<file path="config.mk">
export PLATFORM = sky130hd
export DESIGN_NAME = pwm_capture
export DESIGN_NICKNAME = d
export VERILOG_FILES = /design/src/rtl/pwm_capture.sv
export SDC_FILE = /design/constraint.sdc
export NUM_CORES = 1
export LEC_CHECK = 0
export CAP_MARGIN = 20
export CORE_MARGIN = 3
export CORE_UTILIZATION = 40
export CTS_BUF_LIST = sky130_fd_sc_hd__clkbuf_8
export DETAILED_ROUTE_END_ITERATION = 7
export DONT_BUFFER_PORTS = 1
export GPL_TIMING_DRIVEN = 0
export SKIP_LAST_GASP = 1
export SYNTH_ARGS = -nofsm -noshare
export SYNTH_HDL_FRONTEND = slang
export SYNTH_SLANG_ARGS = --single-unit
</file>
<file path="constraint.sdc">
create_clock -name clk -period 4.2 [get_ports clk]
set_input_delay 0.84 -clock clk [delete_from_list [all_inputs] [get_ports clk]]
set_output_delay 0.84 -clock clk [all_outputs]
set_load 0.01 [all_outputs]
</file>
<file path="src/rtl/pwm_capture.sv">
// pwm_capture: measures period and high time of an asynchronous PWM input.
//
// The input is synchronized and then edge-detected. Each completed cycle,
// measured from one rising edge to the next, is reported with a one-cycle
// valid strobe. If no edge is seen for MAX cycles the block flags the input
// as stuck and reports the level it is stuck at.
//
// Ports:
//   clk          system clock
//   rst          synchronous, active-high reset
//   pwm_in       asynchronous PWM input
//   period       cycles between the last two rising edges (held)
//   high_time    cycles high within that period (held)
//   valid        one-cycle pulse when period/high_time update
//   stuck        no edge seen for MAX cycles
//   stuck_level  synchronized input level while stuck
module pwm_capture #(
  parameter int unsigned CNT_LEN = 16
) (
  input  logic               clk,
  input  logic               rst,
  input  logic               pwm_in,
  output logic [CNT_LEN-1:0] period,
  output logic [CNT_LEN-1:0] high_time,
  output logic               valid,
  output logic               stuck,
  output logic               stuck_level
);

  localparam logic [CNT_LEN-1:0] MAX = '1;

  localparam logic [1:0] IDLE = 2'd0;
  localparam logic [1:0] HIGH = 2'd1;
  localparam logic [1:0] LOW  = 2'd2;

  logic               s1;
  logic               s2;
  logic               prev;
  logic               rise;
  logic               fall;

  logic [1:0]         state;
  logic [1:0]         state_nxt;
  logic [CNT_LEN-1:0] cnt;
  logic [CNT_LEN-1:0] cnt_nxt;
  logic [CNT_LEN-1:0] cnt_inc;
  logic               at_max;
  logic [CNT_LEN-1:0] hi_cap;
  logic [CNT_LEN-1:0] hi_cap_nxt;
  logic [CNT_LEN-1:0] period_nxt;
  logic [CNT_LEN-1:0] high_time_nxt;
  logic               valid_nxt;
  logic               stuck_nxt;
  logic               stuck_level_nxt;

  // Two-flop synchronizer plus history flop for edge detection.
  always_ff @(posedge clk) begin
    if (rst) begin
      s1   <= 1'b0;
      s2   <= 1'b0;
      prev <= 1'b0;
    end else begin
      s1   <= pwm_in;
      s2   <= s1;
      prev <= s2;
    end
  end

  assign rise = s2 & ~prev;
  assign fall = ~s2 & prev;

  // Saturating increment; cnt parks at MAX once a timeout has been reached.
  assign at_max  = (cnt == MAX);
  assign cnt_inc = at_max ? MAX : cnt + CNT_LEN'(1);

  // State and measurement registers.
  always_ff @(posedge clk) begin
    if (rst) begin
      state       <= IDLE;
      cnt         <= '0;
      hi_cap      <= '0;
      period      <= '0;
      high_time   <= '0;
      valid       <= 1'b0;
      stuck       <= 1'b0;
      stuck_level <= 1'b0;
    end else begin
      state       <= state_nxt;
      cnt         <= cnt_nxt;
      hi_cap      <= hi_cap_nxt;
      period      <= period_nxt;
      high_time   <= high_time_nxt;
      valid       <= valid_nxt;
      stuck       <= stuck_nxt;
      stuck_level <= stuck_level_nxt;
    end
  end

  // Next-state and next-output logic. Edges are checked before the timeout
  // so that a period of exactly MAX is still reported.
  always_comb begin
    state_nxt       = state;
    cnt_nxt         = cnt_inc;
    hi_cap_nxt      = hi_cap;
    period_nxt      = period;
    high_time_nxt   = high_time;
    valid_nxt       = 1'b0;
    stuck_nxt       = stuck;
    stuck_level_nxt = stuck_level;

    case (state)
      IDLE: begin
        // First rising edge only arms the measurement.
        if (rise) begin
          cnt_nxt   = CNT_LEN'(1);
          stuck_nxt = 1'b0;
          state_nxt = HIGH;
        end else if (fall) begin
          cnt_nxt   = CNT_LEN'(1);
          stuck_nxt = 1'b0;
        end else if (at_max) begin
          stuck_nxt       = 1'b1;
          stuck_level_nxt = s2;
        end
      end

      HIGH: begin
        if (fall) begin
          hi_cap_nxt = cnt;
          state_nxt  = LOW;
        end else if (at_max) begin
          state_nxt       = IDLE;
          stuck_nxt       = 1'b1;
          stuck_level_nxt = s2;
        end
      end

      LOW: begin
        if (rise) begin
          period_nxt    = cnt;
          high_time_nxt = hi_cap;
          valid_nxt     = 1'b1;
          cnt_nxt       = CNT_LEN'(1);
          state_nxt     = HIGH;
        end else if (at_max) begin
          state_nxt       = IDLE;
          stuck_nxt       = 1'b1;
          stuck_level_nxt = s2;
        end
      end

      default: begin
        state_nxt = IDLE;
      end
    endcase
  end

endmodule
</file>
### Word level (Yosys, flattened, before mapping)

Cells that the tools add are included.
Widths: inputs -> output; s select.

| operators by class | value |
|---|---|
| $add $sub $neg | 1 |
| eq/ne operators | 7 |
| mux-type cells | 22 |
| bitwise operators | 5 |
| reduce and logical (&&, ||, !) cells | 7 |

Operators with widths:

| cell | count |
|---|---|
| $mux 16 | 4 |
| $pmux 16 s2 | 1 |
| $add 16x1->16 const B | 1 |
| $eq 16x16->1 const B | 1 |
| $mux 1 | 10 |
| $mux 2 | 4 |
| $ne 2x2->1 const B | 4 |
| $pmux 1 s3 | 2 |
| $pmux 2 s3 | 1 |
| $reduce_and 3->1 | 2 |
| $reduce_and 2->1 | 2 |
| $not 1->1 | 3 |
| $reduce_bool 3->1 | 1 |
| $and 1x1->1 | 2 |
| $eq 2x1->1 const B | 1 |
| $eq 2x2->1 const B | 1 |
| $logic_not 2->1 | 1 |
| $reduce_or 2->1 | 1 |

| storage, ports and cells | value |
|---|---|
| register bits after elaboration | 72 |
| input bits | 3 |
| output and inout port bits | 35 |

### Longest topological paths before layout

| logic depth | value |
|---|---|
| depth after elaboration | 5 |
| depth in mapped cells | 7 |
| gate-level depth less buffers | 6 |

### Least setup slack after synthesis

OpenSTA, ideal clock, no wires.

| path | value |
|---|---|
| kind | register to register |
| start point | register cnt[0] |
| end point | register stuck_level |
| setup time | 0.123 ns |
| data arrival time | 1.859 ns |
| data required time | 4.077 ns |
| slack | 2.218 ns |
| cell stages (with the launch flop) | 7 |
| buffers on the path | 1 |
| clock period less this slack | 1.982 ns |
| cells stage by stage | dfxtp_1 ha_1 nand3_2 or4_1 buf_2 nor3_2 mux2_1 |

| on the way | value |
|---|---|
| longest elaborated chain between the ends | 5 |
| elaborated cells on any way between the ends | 6 |

RTL lines:

| what | line | text |
|---|---|---|
| start: declaration | 44 | `logic [CNT_LEN-1:0] cnt;` |
| start signal: assignment | 89 | `cnt <= cnt_nxt;` |
| $eq 16x16->1 (*) | 73 | `assign at_max = (cnt == MAX);` |
| $mux 1 (*) | - |  |
| $mux 1 (2 in series) | - |  |
| $pmux 1 s3 (*) | - |  |
| end signal: assignment | 95 | `stuck_level <= stuck_level_nxt;` |
| end: declaration | 27 | `output logic stuck_level` |

Every way passes the cells marked *; elsewhere a longest branch is shown, timed or not. The select of a mux whose other input is x is not followed.
A chain may end at the register's enable or synchronous reset.

### Worst setup path after layout

| path | value |
|---|---|
| start point | register state[0] |
| end point | register cnt[14] |

| on the way | value |
|---|---|
| longest elaborated chain between the ends | 2 |
| elaborated cells on any way between the ends | 3 |

RTL lines:

| what | line | text |
|---|---|---|
| start: declaration | 42 | `logic [1:0] state;` |
| start signal: assignment | 88 | `state <= state_nxt;` |
| $eq 2x2->1 / $logic_not 2->1 (equally long branches) | 111 | `case (state)` |
| $pmux 16 s2 (*) | 111 |  |

Every way passes the cells marked *; elsewhere a longest branch is shown, timed or not.

==> impl_metrics.toml <==
[clock_tree]
clk_latency_ns = 0.35
post_cts_buffers = 0
clockRootBuffer = "clkbuf_8"
cts.path.max_buffers = 2
cts_tree = "yes"
ctsHoldBuffers = 0
cts_buffers = 9
cts_resized = 0
clk_pin_slew_worst_paths_ns = 0.07
cts_sinks = 72
htreeDepth = 3

[floorplanning]
initial_utilization_pct = 42.5
fp.dieW_um = 89.5
core_um2 = 6570
rows = 29
die-area_um2 = 8020
fp.dieH_um = 89.5
io_pins = 38

[sta]
layout_min_cycle_time_ns = 2.26
period_share_pct = 53.9
drv_slew = 0
setup_tns_ns = 0
setup_viol = 0
maxSlewHeadroom_pct = 59.7
rsz0062_at_grt = "no"
worstMarginPinSlew_ns = 0.601
hold_violations = 0
max_freq_ghz = 0.442
setup_ws_ns = 1.94
finClkSkew_ns = 0.00975

[final_layout]
nets = 362
syn2layout_area_growth_pct = 12.1
stdcell_count = 452
fillCellCount = 668
antenna_cells = 0
drive_gt1_share_pct = 6.41
final_cell_area_um2 = 3130
final_core_util_pct = 47.6

[drt]
drt_pass1_iterations = 4
route.detailed.drc = 0
vias = 2281
wl_met1_um = 3220
antenna_left = 0
top_layer = "met4"
wl_per_cell_um = 14.0
via_per_inst = 5.05
routed_wl_um = 6340
first_iter_violations = 98
wl_met3_um = 328
dr_wl_met2_um = 2660

[place]
gp_congestion = 0.876
hpwl_um = 4450
preCtsSetupSlack_ns = 1.97
dpl_cell_area_um2 = 2910
dp_cells = 436
portBuffers = 0

[yosys]
synth-simple-area-share_pct = 25.0
yosys.area.top_type = "dfxtp_1"
synth.most_common_cell = "nand2_1"
synth.distinct_cells = 36
synth-seq-cells = 72
synth_top_family_by_area = "simple AND/OR/NAND/NOR gates"
synth_compound_area_share_pct = 14.7
avgSynthCellArea_um2 = 8.14
synthArstFlopShare_pct = 0
yosysWarnings = 0
synth_area_um2 = 2790
synth_cells = 343
ys_seq_area_share_pct = 51.6
synth-main-ff-cell = "dfxtp_1"
synthXorXnorAreaFrac_pct = 2.20
syn_nets = 351
synth-edff-count = 0
muxShareOfSynthArea_pct = 0.403
ys_top_cells_by_area = "dfxtp_1 (52%), nand2_1 (14%), a21oi_1 (11%)"
synth_fa_ha_area_share_pct = 2.24
yosysTopAreaCellShare_pct = 51.6
synth_commonest_cells = "nand2_1 (102), dfxtp_1 (72), a21oi_1 (62), clkbuf_1 (15), nor2_1 (12)"

[worst_setup_path]
crit_type = "register to register"
rr_worst_depth = 6
r2r_setup_slack_ns = 1.94
worst_setup_path_end_kind = "register"
crit_buf_inv = 2
critPathTopFamily = "simple AND/OR/NAND/NOR gates"
timing.rr.start = "state[0]"
cp_max_fo = 10
worst_ep_required_time_ns = 4.42
crit_path_start_kind = "register"
cp_slowest_stage_delay_ns = 0.49
r2r_end = "cnt[14]"
crit_chain = "inv_1 -> ha_1 -> or4bb_1 -> o211ai_1 -> clkbuf_1 -> nor3b_1"
cp_slowest_cell = "or4bb_1"
arrival_ns = 2.48

[power]
p_switching_uw = 287
power_density_nw_per_um2 = 422
power_switching_share_pct = 21.8
p_int_mw = 1.03
p_seq_share_pct = 52.5
leakagePower_nw = 1.00
power_frac_clock_pct = 45.1
irDropWorstVdd_uv = 196
comb_power_share_pct = 2.4

[hold_path]
hold_depth = 1
worstHoldStart = "s1"
hold_class = "register to register"
min_to = "s2"

[global_route]
antenna_found_initial = 0
grt_pass1_vias = 2096
grt-ovfl-total = 0
grt_max_degree = 14
grtUsageTotal_pct = 17.1
grt_pass1_wl_um = 10300

[job]
cap_viol_max_count = 0

[outcome]
status = "complete, no violations"
[cells in the final DEF (no fill, tap or decap), types with 2 or more instances in the layout]
master      netlist  layout
a21oi_1          62      62
a31oi_1           4       4
and4_1            3       3
buf_1             3       3
buf_2             3       3
bufinv_16         0       2
clkbuf_1         15      15
clkbuf_8          0       9
clkinvlp_4        0       2
dfxtp_1          72      72
ha_1              5       5
inv_1             7       8
nand2_1         102     102
nand2b_1          2       2
nand3_1           5       5
nand4_1           5       5
nor2_1           12      12
nor2b_1           7       7
nor3_1            7       7
nor3_2            2       2
nor3b_1           2       2
o22ai_1           2       2
xnor2_1           7       7
[state kept, by name, summed over array words and instances (netlist names)]
register / count
state: 2
stuck: 1
stuck_level: 1
cnt: 16
high_time: 16
hi_cap: 16
period: 16
prev: 1
valid: 1
s1: 1
s2: 1
[logic make-up (layout without fill, tap and decap cells)]
kind of cell    count (synthesis)  count (layout)
compound gates                 76              76
mux                             1               1
simple gates                  154             154
flops                          72              72
xor+xnor                        7               7
fa+ha+maj                       5               5
buf+inv                        28              44
[worst max-delay path by stage]
stage                   to  cells past startpoint  slack [ns]      from
2_1_floorplan  stuck_level                      6        2.22    cnt[0]
3_3_place_gp   stuck_level                      6        1.96    cnt[0]
3_5_place_dp   stuck_level                      6        1.97    cnt[0]
4_1_cts             cnt[1]                      6        1.93  state[0]
5_1_grt             cnt[6]                      6        1.80  state[0]
6_report           cnt[14]                      6        1.94  state[0]
[final cells by class]
cell class	count	area (um2)	area share (%)
sequential	72	1440	46.1
multi-input combinational	243	1240	39.7
clock buffer	9	124	3.96
tap	93	116	3.72
clock inverter	7	96.3	3.08
buffer	21	82.6	2.64
inverter	7	26.3	0.840
[routing by layer]
| layer | GRT usage [%] | vias up |
|---|---|---|
| met5 | 0 | - |
| met4 | 8.80 | 0 |
| met3 | 4.61 | 14 |
| met2 | 23.8 | 49 |
| met1 | 24.1 | 1043 |
| li1 | - | 1175 |
[stage by stage]
step	total power [mW]	hold slack (ns)
floorplan	0.730	0.414
global placement	0.740	0.421
detailed placement	0.740	0.434
CTS	1.33	0.450
global route	1.37	0.470
finish	1.32	0.444
[power by group through the flow]
stage / combinational [mW] / clock [mW] / sequential [mW]
floorplan: 0.0240 / 0 / 0.706
global placement: 0.0311 / 0 / 0.709
detailed placement: 0.0316 / 0 / 0.709
CTS: 0.0318 / 0.608 / 0.693
global route: 0.0360 / 0.641 / 0.694
finish: 0.0314 / 0.594 / 0.693
Note: power is estimated with default switching activity, not from simulation.
